File: src/rtl/tt_sweep_pkg.sv
// rtl/tt_sweep_pkg.sv - shared types and default sizing for the truth-table sweeper
package tt_sweep_pkg;

  typedef enum logic [1:0] {
    IDLE   = 2'd0,
    DRIVE  = 2'd1,
    SAMPLE = 2'd2,
    FINISH = 2'd3
  } state_t;

  // Default build sizing; the top recomputes these from its own parameters.
  localparam int N_IN_DEF   = 4;
  localparam int SETTLE_DEF = 1;
  localparam int N_VEC      = 1 << N_IN_DEF;
  localparam int CNT_W      = $clog2(SETTLE_DEF + 1);

endpackage

File: src/rtl/tt_settle_counter.sv
// rtl/tt_settle_counter.sv - loadable down-counter with zero flag for the settle delay
module tt_settle_counter #(
  parameter int W = 1
) (
  input  logic         clk,
  input  logic         rst_n,
  input  logic         load,
  input  logic [W-1:0] load_val,
  input  logic         dec,
  output logic         zero
);

  logic [W-1:0] count;

  // Load has priority; decrement stops at zero so the flag stays asserted.
  always_ff @(posedge clk or negedge rst_n) begin
    if (!rst_n) begin
      count <= '0;
    end else if (load) begin
      count <= load_val;
    end else if (dec && (count != '0)) begin
      count <= count - W'(1);
    end
  end

  assign zero = (count == '0);

endmodule

File: src/rtl/truth_table_sweeper.sv
// rtl/truth_table_sweeper.sv - sweeps all input vectors into two implementations and compares them (option: SWEEP_EARLY_STOP_EN)
module truth_table_sweeper
  import tt_sweep_pkg::*;
#(
  parameter int N_IN   = 4,
  parameter int SETTLE = 1
) (
  input  logic                   clk,
  input  logic                   rst_n,
  input  logic                   start,
  output logic [N_IN-1:0]        vec_out,
  input  logic                   f_a,
  input  logic                   f_b,
  output logic                   busy,
  output logic                   done,
  output logic [(1<<N_IN)-1:0]   minterms_a,
  output logic [(1<<N_IN)-1:0]   minterms_b,
  output logic [N_IN:0]          mismatch_cnt,
  output logic [N_IN-1:0]        first_mismatch,
  output logic                   equiv
);

  localparam int CW = $clog2(SETTLE + 1);

  state_t state;
  state_t state_next;
  logic   cnt_load;
  logic   cnt_dec;
  logic   cnt_zero;

  tt_settle_counter #(.W(CW)) u_settle (
    .clk      (clk),
    .rst_n    (rst_n),
    .load     (cnt_load),
    .load_val (CW'(SETTLE - 1)),
    .dec      (cnt_dec),
    .zero     (cnt_zero)
  );

  // State register.
  always_ff @(posedge clk or negedge rst_n) begin
    if (!rst_n) begin
      state <= IDLE;
    end else begin
      state <= state_next;
    end
  end

  // Next-state and settle-counter control.
  always_comb begin
    state_next = state;
    cnt_load   = 1'b0;
    cnt_dec    = 1'b0;
    case (state)
      IDLE: begin
        if (start) begin
          state_next = DRIVE;
          cnt_load   = 1'b1;
        end
      end
      DRIVE: begin
        cnt_dec = 1'b1;
        if (cnt_zero) begin
          state_next = SAMPLE;
        end
      end
      SAMPLE: begin
        if (vec_out == '1) begin
          state_next = FINISH;
        end else begin
          state_next = DRIVE;
        end
`ifdef SWEEP_EARLY_STOP_EN
        if (f_a != f_b) begin
          state_next = FINISH;
        end
`endif
        cnt_load = (state_next == DRIVE);
      end
      FINISH: begin
        state_next = IDLE;
      end
      default: begin
        state_next = IDLE;
      end
    endcase
  end

  // Vector stepping, response capture and mismatch bookkeeping.
  always_ff @(posedge clk or negedge rst_n) begin
    if (!rst_n) begin
      vec_out        <= '0;
      busy           <= 1'b0;
      done           <= 1'b0;
      minterms_a     <= '0;
      minterms_b     <= '0;
      mismatch_cnt   <= '0;
      first_mismatch <= '0;
      equiv          <= 1'b0;
    end else begin
      done <= 1'b0;
      case (state)
        IDLE: begin
          if (start) begin
            vec_out        <= '0;
            busy           <= 1'b1;
            minterms_a     <= '0;
            minterms_b     <= '0;
            mismatch_cnt   <= '0;
            first_mismatch <= '0;
            equiv          <= 1'b0;
          end
        end
        SAMPLE: begin
          minterms_a[vec_out] <= f_a;
          minterms_b[vec_out] <= f_b;
          if (f_a != f_b) begin
            mismatch_cnt <= mismatch_cnt + (N_IN+1)'(1);
            if (mismatch_cnt == '0) begin
              first_mismatch <= vec_out;
            end
          end
          if (state_next == DRIVE) begin
            vec_out <= vec_out + N_IN'(1);
          end
        end
        FINISH: begin
          done  <= 1'b1;
          busy  <= 1'b0;
          equiv <= (mismatch_cnt == '0);
        end
        default: begin
        end
      endcase
    end
  end

endmodule

File: config.mk
export PLATFORM = sky130hd
export DESIGN_NAME = truth_table_sweeper
export DESIGN_NICKNAME = d
export VERILOG_FILES = /design/src/rtl/tt_sweep_pkg.sv /design/src/rtl/tt_settle_counter.sv /design/src/rtl/truth_table_sweeper.sv
export SDC_FILE = /design/constraint.sdc
export NUM_CORES = 1
export LEC_CHECK = 0
export BUFFER_PORTS_ARGS = -buffer_cell sky130_fd_sc_hd__buf_2
export CELL_PAD_IN_SITES_DETAIL_PLACEMENT = 0
export CELL_PAD_IN_SITES_GLOBAL_PLACEMENT = 2
export CORE_ASPECT_RATIO = 1.2
export CORE_UTILIZATION = 35
export CTS_BUF_LIST = sky130_fd_sc_hd__clkbuf_8 sky130_fd_sc_hd__clkbuf_16
export DETAILED_ROUTE_END_ITERATION = 8
export GPL_ROUTABILITY_DRIVEN = 0
export GPL_TIMING_DRIVEN = 0
export PLACE_DENSITY_LB_ADDON = 0.1
export SLEW_MARGIN = 20
export SYNTH_ARGS = -nofsm -noshare
export SYNTH_HDL_FRONTEND = slang
export SYNTH_SLANG_ARGS = --single-unit
File: constraint.sdc
create_clock -name clk -period 2.2 [get_ports clk]
set_input_delay 0.44 -clock clk [delete_from_list [all_inputs] [get_ports clk]]
set_output_delay 0.44 -clock clk [all_outputs]
set_load 0.01 [all_outputs]
---- Yosys cells after proc, flatten, opt, wreduce, memory -nomap -nowiden ----
Cells that the tools add are included.
cells by class
  order comparisons ....................... 2
  reductions and logical operators ........ 12
  mux-type cells .......................... 31
  add/subtract/negate cells ............... 3
  $mul .................................... 0
  eq/ne operators ......................... 11
  bitwise gates (word level) .............. 0
  div/mod/pow operators ................... 0
  shifts and indexed selects .............. 0
operator list
  operator             count
  $pmux 16 s2          2
  $bwmux 16            2
  $mux 16              1
  $mux 4               4
  $pmux 4 s2           2
  $mux 5               2
  $pmux 5 s2           1
  $mux 1               8
  $mux 2               4
  $ne 2x2->1 const B   4
  $pmux 2 s4           1
  $eq 2x1->1 const B   3
  $pmux 1 s2           3
  $reduce_and 3->1     2
  $reduce_bool 2->1    3
  $add 5x1->5 const B  1
  $logic_not 5->1      1
  $lt 4x5->1 const B   1
  $add 4x1->4 const B  1
  $demux 1 s4          1
  $eq 2x2->1 const B   2
  $eq 4x4->1 const B   1
  $ge 4x1->1 const B   1
  $reduce_and 2->1     2
  5 further kinds      6
word-level totals
  flip-flop bits (word level) ............. 51
  bits in latches ......................... 0
  ROM bits ................................ 0
  output and inout bits ................... 48
  memories ................................ 0
  bits in writable memories ............... 0
  word-level logic and storage cells ...... 69

---- Longest topological paths before layout ----
  depth after elaboration ................. 7
  gate-level depth with buffers ........... 5

---- Cells and area by module ----
A second synthesis with hierarchy kept.
unflattened totals
  cell total of the unflattened synthesis .. 253
  area total of the unflattened synthesis .. 2433.6 um^2
by module, submodules not included
  module               instances  cells each  area each (um^2)  sequential area each (um^2)
  truth_table_sweeper  1          249         2388.5            1251.2
  tt_settle_counter    1          4           45.0              25.0

---- Worst setup path after synthesis ----
OpenSTA, ideal clock, no wires.
  path type ............................... flip-flop to flip-flop
  from .................................... reg mismatch_cnt[0]
  to ...................................... reg first_mismatch[0]
  path buffers ............................ 0
  arrival ................................. 1617 ps
  required time ........................... 2079 ps
  stages on the path, launching flop included .. 6
  clock period less this slack ............ 1738 ps
  setup slack ............................. 462 ps
  path through ............................ dfrtp_1 -> inv_1 -> ha_1 -> or4b_4 -> a221o_1 -> a22o_1
on the way
  word-level cells in the longest chain between the ends .. 3
ends and longest elaborated chain
  element                            line                        text
  start, declared                    truth_table_sweeper.sv:18   output logic [N_IN:0] mismatch_cnt,
  start signal, assigned             truth_table_sweeper.sv:118  mismatch_cnt <= mismatch_cnt + (N_IN+1)'(1);
  $logic_not 5->1                    truth_table_sweeper.sv:119  if (mismatch_cnt == '0) begin
  $ne 2x2->1 (no source line)        -
  $reduce_and 4->1 (no source line)  -
  end signal, assigned               truth_table_sweeper.sv:120  first_mismatch <= vec_out;
  end, declared                      truth_table_sweeper.sv:19   output logic [N_IN-1:0] first_mismatch,
No other way between the ends.
A chain may end at the register's enable or synchronous reset.

---- Worst setup path in the final report ----
  from .................................... reg vec_out[0]
  to ...................................... reg minterms_b[3]
on the way
  word-level cells in the longest chain between the ends .. 6
  elaborated cells between the ends (all ways) .. 7
  classes of those cells .................. order compare: 2; mux: 4; reduce/logical: 1
ends and longest elaborated chain
  element                                                                line                        text
  start, declared                                                        truth_table_sweeper.sv:11   output logic [N_IN-1:0] vec_out,
  start signal, assigned                                                 truth_table_sweeper.sv:124  vec_out <= vec_out + N_IN'(1);
  $lt 4x5->1 (implied by the code) / $ge 4x1->1 (equally long branches)  truth_table_sweeper.sv:116  minterms_b[vec_out] <= f_b;
  $logic_and 1x1->1 (implied by the code)                                truth_table_sweeper.sv:116
  $mux 1 (implied by the code)                                           truth_table_sweeper.sv:116
  $demux 1 s4 (*)                                                        truth_table_sweeper.sv:116
  $bwmux 16 (*)                                                          truth_table_sweeper.sv:116
  $pmux 16 s2 (*)                                                        truth_table_sweeper.sv:102  case (state)
  end signal, assigned                                                   truth_table_sweeper.sv:96   minterms_b <= '0;
  end signal, assigned                                                   truth_table_sweeper.sv:108  minterms_b <= '0;
  end signal, assigned by index                                          truth_table_sweeper.sv:116
  end, declared                                                          truth_table_sweeper.sv:17   output logic [(1<<N_IN)-1:0] minterms_b,
Mark *: on every way between the ends. The rest lies on a longest branch, timed or not.

==> reports/qor.yml <==
status: "complete, no violations"
areaGrowthSynthToFinish_pct: 18.3
worstSetupPathType: "reg -> reg"
yosys_warnings: 0
p_per_area_nw_per_um2: 1330
numCtsBuffers: 5
dr.first_iter.drc_count: 83
cts_resized: 0
r2r_slack_ns: 0.22
worstPathMaxFanout: 8
grt_use_total_pct: 18.0
cp.required_ns: 2.40
netlist_area_um2: 2600
clk_path_buf_depth: 2
r2r_end: "minterms_b[3]"
drc: 0
fin_ws_ns: 0.219
worst_pin_slew_ns: 0.861
ios: 53
hp-class: "in -> async"
hold_viol_final: 0
maxCapViolCount: 0
routedWlPerCell_um: 16.9
layout.nets: 300
insertedDiodeCount: 0
leakagePower_nw: 1.56
drt.antenna.violating_nets: 0
antenna_found_initial: 0
crit_path_end_kind: "register"
drt_wl_total_um: 6440
post_cts_buffers: 0
coreArea_um2: 7230
ir_drop_mv: 0.456
rows: 34
start_util_pct: 35.9
dieWidth_um: 80.7
reg2reg_depth: 4
post-place-ws_ns: 0.168
grt_overflow: 0
dieArea_um2: 7770
start_kind: "register"
clockRootBuffer: "clkbuf_8"
arrival_ns: 2.18
skew_ns: 0.00695
via_per_inst: 5.16
finalCriticalPeriod_ns: 1.98
clk_pin_slew_ns: 0.09
clk_latency_ns: 0.30
grt_pass1_vias: 1931
instances_no_fill: 380
h-tree-depth: 2
slew_viol_final: 0
dp_hpwl_um: 4540
cts.sinks: 51
first_pass_iters: 4
drive_above_1_share_pct: 32.1
fmaxAchievable_ghz: 0.505
syn_nets: 241
setup_tns_ns: 0
grt_max_degree: 52
portBuffers: 52
syn_inst: 230
rsz0062_at_grt: "false"
die_h_um: 96.4
final.period_utilization_pct: 90.1
dp_cells: 372
ys_seq_area_share_pct: 49.1
setup_viol: 0
timing.rr.start: "vec_out[0]"
yosysUniqueCellTypes: 38
holdBufCountCts: 0
slew-limit-headroom_pct: 42.5
cts_tree: "built"
vias: 1960
ys_seq_elements: 51
grt_pass1_wl_um: 10500
synth_area_per_cell_um2: 11.3
==> flip-flops by register name, indices dropped and copies added, names as in the netlist <==
register	count
done	1
first_mismatch	4
vec_out	4
equiv	1
busy	1
u_settle.count	1
mismatch_cnt	5
state	2
minterms_a	16
minterms_b	16
==> logic make-up after synthesis <==
| family | share of synthesized area (%) |
|---|---|
| compound gates | 16.3 |
| xor+xnor | 0.674 |
| fa+ha+maj | 2.89 |
| buf+inv | 3.32 |
| flops | 49.1 |
| mux | 13.8 |
| simple gates | 13.9 |
==> routing by layer <==
layer  vias up  routed length (µm)  global-route usage [%]
li1        969                   -                       -
met1       951                3120                    24.2
met2        35                3080                    30.2
met3         5                 183                    2.72
met4         0                  55                    4.46
met5         -                   0                       0
==> cell type report <==
type                       count  area (µm²)
clock buffer                   7        96.3
tap                           90         113
fill                         744        4160
multi-input combinational    156        1240
inverter                       6        22.5
buffer                        17        63.8
clock inverter                 1        3.75
timing repair buffer          52         263
sequential                    51        1280
==> how the worst max path moves through the flow <==
stage                          from                end  slack [ns]  cells after the start
finish                   vec_out[0]      minterms_b[3]        0.22                      4
global route             vec_out[0]      minterms_b[3]        0.04                      4
CTS                      vec_out[0]      minterms_a[3]        0.14                      4
global placement         vec_out[0]      minterms_b[3]        0.14                      4
detailed placement            start      minterms_a[9]        0.17                      4
floorplan           mismatch_cnt[0]  first_mismatch[0]        0.46                      5
==> Yosys cell counts <==
master / instances / area, µm²
nand3b_1: 10 / 75.1
nand4b_1: 1 / 8.76
a41oi_1: 1 / 8.76
o31ai_1: 1 / 7.51
a21o_1: 1 / 7.51
nor3_1: 3 / 15.0
clkbuf_1: 16 / 60.1
and3_1: 1 / 6.26
o22ai_1: 1 / 6.26
a221o_1: 1 / 10.0
or2_2: 1 / 6.26
xor2_1: 1 / 8.76
ha_1: 6 / 75.1
xnor2_1: 1 / 8.76
or4b_4: 1 / 13.8
or3b_2: 1 / 8.76
nand2_1: 13 / 48.8
a21oi_1: 4 / 20.0
nor3b_1: 4 / 30.0
buf_1: 1 / 3.75
nor2_1: 5 / 18.8
or3_1: 1 / 6.26
o21ai_0: 4 / 20.0
a31oi_1: 1 / 6.26
nor4b_1: 1 / 8.76
a22o_1: 34 / 298
o21bai_1: 1 / 7.51
a21boi_0: 1 / 7.51
mux2i_1: 2 / 20.0
dfrtp_1: 51 / 1280
mux2_2: 30 / 338
a211oi_1: 2 / 15.0
nand2b_1: 4 / 25.0
nand4_1: 1 / 6.26
inv_1: 6 / 22.5
a211o_2: 1 / 10.0
nand3_1: 13 / 65.1
nor2b_1: 3 / 18.8
==> stage by stage <==
step                      util, %  hold WS, ns  power (mW)  area, µm²
after floorplan                 -        0.144        2.84       2600
after global placement       41.1        0.457        3.53       2970
after detailed placement     41.1        0.458        3.55       2970
after CTS                    42.5        0.192        4.15       3070
after global routing         42.5        0.222        4.44       3070
final                        42.5        0.171        4.09       3070
==> critical path, stage by stage, from the launching register on <==
cell and delay, ns:
dfrtp_1 0.49, ha_1 0.38, nor3b_1 0.46, mux2_2 0.39, a22o_1 0.17
==> layout by cell type, fill, tap and decap left out, drive strengths merged, types with 2 or more instances in the layout <==
master and n:
inv 7, nand3 13, nand2b 4, nor3b 4, a22o 34, dfrtp 51
a211oi 2, buf 53, nor2b 3, nor2 5, clkbuf 23, nand2 13
nor3 3, nand3b 10, a21oi 4, mux2i 2, mux2 30, o21ai 4
ha 6
==> power breakdown <==
part           switching (mW)  leakage, nW  internal (mW)  total (mW)
Sequential              0.274        0.689           1.26        1.53
Combinational            1.07        0.815          0.894        1.97
Clock                   0.305       0.0557          0.283       0.588
Note: power is estimated with default switching activity, not from simulation.
